<file path="src/rtl/comp_pkg.sv">
// Shared definitions for the sequential slice-by-slice comparator.
package comp_pkg;

    // Controller states: waiting for a request, or walking the slices.
    typedef enum logic {
        IDLE = 1'b0,
        CMP  = 1'b1
    } cmp_state_t;

    // Default operand width and number of bits examined per clock.
    localparam int DEFAULT_WIDTH = 32;
    localparam int DEFAULT_SLICE = 8;

endpackage

</file>
<file path="src/rtl/slice_cmp.sv">
// Combinational unsigned magnitude compare of one SLICE-bit pair.
module slice_cmp #(
    parameter int SLICE = 8
) (
    input  logic [SLICE-1:0] a,
    input  logic [SLICE-1:0] b,
    output logic             lt,
    output logic             eq,
    output logic             gt
);

    // Exactly one of the three outputs is high for any input pair.
    assign lt = (a < b);
    assign eq = (a == b);
    assign gt = (a > b);

endmodule

</file>
<file path="src/rtl/seq_comparator.sv">
// Multi-cycle magnitude comparator: examines the captured operands one
// SLICE-bit chunk per clock from the MSB end and stops at the first
// chunk that differs.
module seq_comparator
    import comp_pkg::*;
#(
    parameter int WIDTH = DEFAULT_WIDTH,
    parameter int SLICE = DEFAULT_SLICE
) (
    input  logic             clk,
    input  logic             rst,
    input  logic             start,
    input  logic             is_signed,
    input  logic [WIDTH-1:0] in1,
    input  logic [WIDTH-1:0] in2,
    output logic             busy,
    output logic             done,
    output logic             le,
    output logic             eq,
    output logic             gr
);

    localparam int NSLICE = (SLICE >= 1) ? (WIDTH / SLICE) : 1;
    localparam int KW     = (NSLICE > 1) ? $clog2(NSLICE) : 1;
    localparam logic [KW-1:0]    LAST_IDX = KW'(NSLICE - 1);
    localparam logic [WIDTH-1:0] ONE_W    = WIDTH'(1);
    localparam logic [WIDTH-1:0] MSB_MASK = ONE_W << (WIDTH - 1);

    // Refuse to build with a slice size that does not tile the operand.
    if (SLICE < 1 || (WIDTH % SLICE) != 0) begin : g_bad_params
        $error("seq_comparator: WIDTH must be a positive multiple of SLICE");
    end

    cmp_state_t       state;
    cmp_state_t       nextState;
    logic [KW-1:0]    sliceIdx;
    logic [WIDTH-1:0] opA;
    logic [WIDTH-1:0] opB;
    logic             resolve;
    logic             sliceLt;
    logic             sliceEq;
    logic             sliceGt;

    // Operands are shifted left as slices are consumed, so the slice
    // under examination always sits in the top SLICE bits.
    slice_cmp #(
        .SLICE(SLICE)
    ) u_slice_cmp (
        .a  (opA[WIDTH-1 -: SLICE]),
        .b  (opB[WIDTH-1 -: SLICE]),
        .lt (sliceLt),
        .eq (sliceEq),
        .gt (sliceGt)
    );

    assign busy = (state == CMP);

    // State register.
    always_ff @(posedge clk or posedge rst) begin
        if (rst) begin
            state <= IDLE;
        end else begin
            state <= nextState;
        end
    end

    // Next-state logic: finish on the first differing slice or after the last one.
    always_comb begin
        nextState = state;
        resolve   = 1'b0;
        case (state)
            IDLE: begin
                if (start) begin
                    nextState = CMP;
                end
            end
            CMP: begin
                if (!sliceEq || sliceIdx == LAST_IDX) begin
                    nextState = IDLE;
                    resolve   = 1'b1;
                end
            end
            default: nextState = IDLE;
        endcase
    end

    // Datapath: capture with sign bias, step through slices, latch the verdict.
    // Flipping both MSBs turns a two's-complement compare into an unsigned one.
    always_ff @(posedge clk or posedge rst) begin
        if (rst) begin
            sliceIdx <= '0;
            opA      <= '0;
            opB      <= '0;
            done     <= 1'b0;
            le       <= 1'b0;
            eq       <= 1'b0;
            gr       <= 1'b0;
        end else begin
            done <= resolve;
            if (state == IDLE && start) begin
                opA      <= is_signed ? (in1 ^ MSB_MASK) : in1;
                opB      <= is_signed ? (in2 ^ MSB_MASK) : in2;
                sliceIdx <= '0;
            end else if (state == CMP) begin
                if (resolve) begin
                    le <= sliceLt;
                    eq <= sliceEq;
                    gr <= sliceGt;
                end else begin
                    opA      <= opA << SLICE;
                    opB      <= opB << SLICE;
                    sliceIdx <= sliceIdx + KW'(1);
                end
            end
        end
    end

endmodule

</file>
<file path="config.mk">
export PLATFORM = sky130hd
export DESIGN_NAME = seq_comparator
export DESIGN_NICKNAME = d
export VERILOG_FILES = /design/src/rtl/comp_pkg.sv /design/src/rtl/slice_cmp.sv /design/src/rtl/seq_comparator.sv
export SDC_FILE = /design/constraint.sdc
export NUM_CORES = 1
export LEC_CHECK = 0
export CAP_MARGIN = 10
export CORE_MARGIN = 3
export CORE_UTILIZATION = 45
export DETAILED_ROUTE_END_ITERATION = 10
export MAX_ROUTING_LAYER = met4
export PLACE_DENSITY = 0.75
export SLEW_MARGIN = 0
export SYNTH_ARGS = -nofsm -noshare
export SYNTH_HDL_FRONTEND = slang
export SYNTH_SLANG_ARGS = --single-unit
</file>
<file path="constraint.sdc">
create_clock -name clk -period 2 [get_ports clk]
set_clock_uncertainty 0.05 [all_clocks]
set_input_delay 0.3 -clock clk [delete_from_list [all_inputs] [get_ports clk]]
set_output_delay 0.3 -clock clk [all_outputs]
set_load 0.03 [all_outputs]
</file>
==> impl_metrics.yaml, run 1 <==
logic_synthesis:
  synth.most_common_cell: "dfrtp_1"
  yosysTopAreaCellShare_pct: 54.9
  synth_nets: 363
  netlist.top_cell.by_area: "dfrtp_1"
  synth_area_per_cell_um2: 11.3
  syn-cell-area_um2: 3240
  synth.distinct_cells: 26
  synthArstFlopShare_pct: 100
  synthTopCellsByArea: "dfrtp_1 (55%), a221o_1 (15%), and2_1 (8.9%)"
  yosys_register_bits: 71
  synth-main-ff-cell: "dfrtp_1"
  synth_cells: 286
  ys.warnings.count: 0
  synth_commonest_cells: "dfrtp_1 (71), a221o_1 (48), and2_1 (46), nand2_1 (36), o21ai_1 (18)"
  ys_seq_area_share_pct: 54.9
  synth_edf_count: 0
critical_path:
  reg2regPathDepth: 7
  critPathArrivalTime_ns: 2.22
  cp_slowest_cell: "dfrtp_1"
  crit_chain: "inv_2 > ha_4 > nand4_1 > nor3b_4 > a21oi_4 > buf_12 > a221o_1"
  path_buf_inv: 2
  critPathRequiredTime_ns: 2.17
  start_kind: "register"
  cp.depth: 7
  cp_slowest_stage_delay_ns: 0.41
  worstSetupPathType: "reg2reg"
  crit_family: "simple AND/OR/NAND/NOR gates"
  cp_max_fo: 21
  endpoint_kind: "register"
grt:
  grt_pass1_wl_um: 12000
  overflow: 0
  grt_max_degree: 72
  grt_pass1_vias: 2404
  antenna_found_initial: 0
  grtUsageTotal_pct: 18.7
clocking:
  cts_hold_buf: 0
  cts_buffers: 9
  clock-sinks: 71
  clkTransAtPathRegs_ns: 0.08
  worstSkewPairLatency_ns: 0.34
  cts_tree: "done"
  clockBufferDepth: 2
  cts_htree_levels: 3
  cts_root_buffer: "clkbuf_8"
floorplanning:
  die-area_um2: 8250
  die_h_um: 90.8
  fp-row-count: 30
  pin_count: 73
  core_area_um2: 6870
  start_util_pct: 47.1
  fp.dieW_um: 90.8
routing:
  drc: 0
  viasPerCell: 5.52
  drtIter0Drc: 171
  firstDrtPassIters: 4
  ant_nets: 0
  wl_um: 8110
  routed-via-count: 2576
  wire_per_inst_um: 17.4
sta:
  setup_slack_ns: -0.0532
  max_freq_mhz: 487
  finalCritPeriodShare_pct: 103
  setup_violations: 47
  slew_headroom_pct: 75.8
  min_period_ns: 2.05
  rsz0062_at_grt: "true"
  slew_viol_final: 0
  hold_viol: 0
  fin_tns_setup_ns: -1.34
  max_slew.worst_pin.slew_ns: 0.364
min_path:
  hold_class: "in2async"
placed_design:
  gp_congestion: 0.869
  io_buffers: 72
  dpl.hpwl_um: 5100
power_and_ir_drop:
  p_per_area_nw_per_um2: 870
  power_leakage_nw: 1.98
  peakVddDrop_v: 0.000453
  finalPower_mw: 3.94
flow_run:
  cap_violations: 0
cells_and_area:
  fillers: 528
  fin_nets: 443
  drive_above_1_share_pct: 14.0
  area_growth_pct: 40.0
  num_antenna_cells: 0
run_status:
  status: "complete, but fails checks"
  violations: "negative setup slack"
## kinds of logic (layout without fill, tap and decap cells)
family	count (synthesis)	in the layout	synth area share (%)
AO/OA/AOI/OAI	76	76	19.6
XOR/XNOR	2	2	0.541
adder cells (fa/ha/maj)	9	9	3.48
buffers and inverters	34	119	5.53
flip-flops	71	71	54.9
multiplexers	2	2	0.695
AND/OR/NAND/NOR	92	92	15.3
## path summary, 6_finish.rpt
check | slack (ns) | endpoint | startpoint
max | -0.05 | opA[24] | opB[29]
min | 0.35 | opB[20] | rst
max reg2reg | -0.05 | opA[24] | opB[29]
min reg2reg | 0.45 | gr | gr
max in group asynchronous | 1.26 | opA[12] | rst
min in group clk | 0.44 | opB[5] | in2[5]
## where the power goes
group          switching (mW)  internal (mW)  total (mW)
clock network           0.547          0.742        1.29
logic                   0.364          0.480       0.844
registers               0.156           1.65        1.81
## tightest hold or removal path, stage by stage
cell	delay, ns
clkdlybuf4s50_1	0.44
clkinvlp_4	0.09
buf_12	0.32
## cells in the final DEF, fill, tap and decap left out, types with 7 or more instances in the layout
cell,count
a221o_1,48
and2_1,46
buf_4,7
clkbuf_8,10
clkdlybuf4s50_1,72
dfrtp_1,71
inv_1,9
nand2_1,36
o21ai_1,15
## flip-flops by register name, indices dropped and copies added, names as in the netlist
signal	cells
le	1
sliceIdx	2
gr	1
opB	32
opA	32
busy	1
done	1
eq	1
## stage by stage
step | hold slack [ns] | worst slack, ns | instances | util [%] | instance area (um^2)
3_3_place_gp | 0.431 | 0.0248 | 443 | 59.9 | 4110
5_1_grt | 0.384 | -0.0995 | 467 | 66.0 | 4530
4_1_cts | 0.361 | 0.000229 | 460 | 63.6 | 4370
6_report | 0.347 | -0.0532 | 467 | 66.0 | 4530
3_5_place_dp | 0.433 | -0.0288 | 443 | 59.9 | 4110
2_1_floorplan | 0.372 | 0.0823 | 286 | - | 3240
## layout make-up
type / instances / area, um^2 / share of cell area [%]
multi-input cells: 181 / 1370 / 30.3
well taps: 96 / 120 / 2.65
clock buffers: 10 / 138 / 3.04
repair buffers: 91 / 983 / 21.7
flip-flops and latches: 71 / 1780 / 39.2
inverters: 12 / 48.8 / 1.08
clock inverters: 6 / 92.6 / 2.04
## layer usage
metal	track usage (%)	share of wire [%]	up-vias
li1	-	-	1201
met1	25.1	44	1283
met2	27.4	49	81
met3	3.83	5.4	11
met4	8.67	1.5	0
met5	-	0	-
## repair_timing
| item | 4_1_cts | 5_1_grt |
|---|---|---|
| pin swaps | 0 | 5 |
| gates resized for setup | 2 | 12 |
| setup endpoints to repair | 49 | 65 |
| buffers inserted | 1 | 2 |
| gates cloned | 0 | 5 |
| hold endpoints to repair | 0 | 0 |
Power figures use the tool's default switching activity.
==> run 2: changes to the inputs <==
CORE_ASPECT_RATIO = 1.2   (was not set)
SLEW_MARGIN = 20   (was 0)
==> run 2 against run 1 <==
Effect of this change: the run still ends with negative setup slack left; register-to-register slack worse by 0.03 ns; setup slack got worse by 0.032 ns; flip-flop and latch count unchanged; combinational power rose by 13%; first-iteration DRC count increased by 81%; critical endpoint is now opA[23]; hold slack lost 0.023 ns; count of clock-buffer cells in the layout unchanged; final cell count increased by 1.5%.
==> impl_metrics.yaml, run 2 (same netlist as run 1, synthesis figures left out) <==
run_status:
  status: "complete, but fails checks"
  violations: "negative setup slack"
critical_path:
  reg2regPathDepth: 8
  setup.worst_path.start: "opA[24]"
  critPathArrivalTime_ns: 2.27
  cp_max_fo: 8
  start_kind: "register"
  critPathRequiredTime_ns: 2.18
  endpoint: "opA[23]"
  endpoint_kind: "register"
  path_buf_inv: 3
  cp.depth: 8
  crit_chain: "inv_1 > ha_1 > and4_4 > nor3b_4 > buf_6 > and2_4 > clkbuf_16 > a221o_1"
  r2r-end: "opA[23]"
  r2r_slack_ns: -0.09
  crit_family: "simple AND/OR/NAND/NOR gates"
  cp_slowest_stage_delay_ns: 0.38
  worstSetupPathType: "reg2reg"
  cp_slowest_cell: "dfrtp_1"
  rr_startpoint: "opA[24]"
cells_and_area:
  fin_nets: 459
  area_growth_pct: 47.3
  layout_commonest_cell: "clkdlybuf4s50_1"
  reg_top3: "opA x32, opB x32, sliceIdx x2"
  final_cells: 474
  num_antenna_cells: 0
  layout_common_cells: "clkdlybuf4s50_1 (72), dfrtp_1 (71), a221o_1 (48)"
  fillers: 488
  drive_above_1_share_pct: 19.1
placed_design:
  io_buffers: 72
  dpl.hpwl_um: 5270
  gp_congestion: 0.803
  placed_cells: 435
sta:
  finalCritPeriodShare_pct: 104
  hold_viol: 0
  hold_slack_ns: 0.324
  setup_violations: 53
  slew_headroom_pct: 74.5
  max_freq_mhz: 480
  min_period_ns: 2.09
  rsz0062_at_grt: "true"
  setup_slack_ns: -0.0853
  max_slew.worst_pin.slew_ns: 0.383
  slew_viol_final: 0
clocking:
  clock-sinks: 71
  clockBufferDepth: 2
  cts_root_buffer: "clkbuf_8"
  cts_hold_buf: 0
  cts_htree_levels: 3
  worstSkewPairLatency_ns: 0.35
  cts_tree: "done"
  cts_buffers: 9
  clkTransAtPathRegs_ns: 0.08
routing:
  drc: 0
  drtIter0Drc: 310
  firstDrtPassIters: 5
  routed-via-count: 2680
  ant_nets: 0
  viasPerCell: 5.65
  wl_um: 8970
  wire_per_inst_um: 18.9
grt:
  antenna_found_initial: 0
  grt_pass1_wl_um: 12600
  overflow: 0
  grtUsageTotal_pct: 20.0
  grt_max_degree: 72
  grt_pass1_vias: 2558
power_and_ir_drop:
  p_per_area_nw_per_um2: 865
  power_leakage_nw: 2.09
  peakVddDrop_v: 0.000411
floorplanning:
  core_area_um2: 6900
  pin_count: 73
  die-area_um2: 8250
  start_util_pct: 47.0
  fp.dieW_um: 83.4
  die_h_um: 98.9
  fp-row-count: 33
min_path:
  hold_class: "in2async"
flow_run:
  cap_violations: 0
[run 2: timing repair]
action	in CTS	in global routing
resized for setup	6	15
setup buffers	5	7
setup endpoints to repair	57	67
pin swaps	2	15
cloned	0	11
[run 2: cell type report]
class / instances / area, um^2 / share of cell area [%]
Timing Repair Buffer: 105 / 1160 / 24.4
Sequential cell: 71 / 1780 / 37.2
Clock inverter: 6 / 109 / 2.28
Tap cell: 87 / 109 / 2.28
Inverter: 12 / 48.8 / 1.02
Multi-Input combinational cell: 183 / 1440 / 30.1
Clock buffer: 10 / 128 / 2.68
[run 2: report_power, final]
| group | internal, mW | leakage, nW | switching, mW |
|---|---|---|---|
| Sequential | 1.65 | 0.878 | 0.164 |
| Clock | 0.827 | 0.120 | 0.531 |
| Combinational | 0.550 | 1.09 | 0.404 |
| Total | 3.03 | 2.09 | 1.10 |
[run 2: worst min-delay path by stage]
stage | startpoint | endpoint | slack, ns | depth (start not counted)
detailed placement | opA[6] | opA[14] | 0.44 | 1
finish | rst | opB[22] | 0.32 | 3
floorplan | in1[0] | opA[0] | 0.37 | 2
global placement | gr | gr | 0.42 | 1
CTS | rst | opB[30] | 0.36 | 3
global route | rst | opB[22] | 0.39 | 3
[run 2: tightest hold or removal path, stage by stage]
cell and delay, ns:
clkdlybuf4s50_1 0.44, clkinvlp_4 0.09, buf_12 0.30
[run 2: metrics by stage]
stage	total power, mW	setup TNS [ns]	utilization, %	worst slack (ns)	area (um^2)
final	4.13	-3.12	69.2	-0.0853	4770
after global routing	4.32	-8.07	69.2	-0.168	4770
after CTS	3.99	0	64.7	0.000759	4460
after detailed placement	2.59	-0.986	60.0	-0.0364	4130
after global placement	2.55	0	60.0	0.0181	4130
after floorplan	2.23	0	-	0.0823	3240
[run 2: layer usage]
| metal | vias to the layer above | wire (um) | part of all wire [%] | track usage [%] |
|---|---|---|---|---|
| li1 | 1235 | - | - | - |
| met1 | 1337 | 3610 | 40 | 25.2 |
| met2 | 96 | 4690 | 52 | 31.6 |
| met3 | 12 | 518 | 5.8 | 5.02 |
| met4 | 0 | 146 | 1.6 | 7.05 |
| met5 | - | 0 | 0 | - |
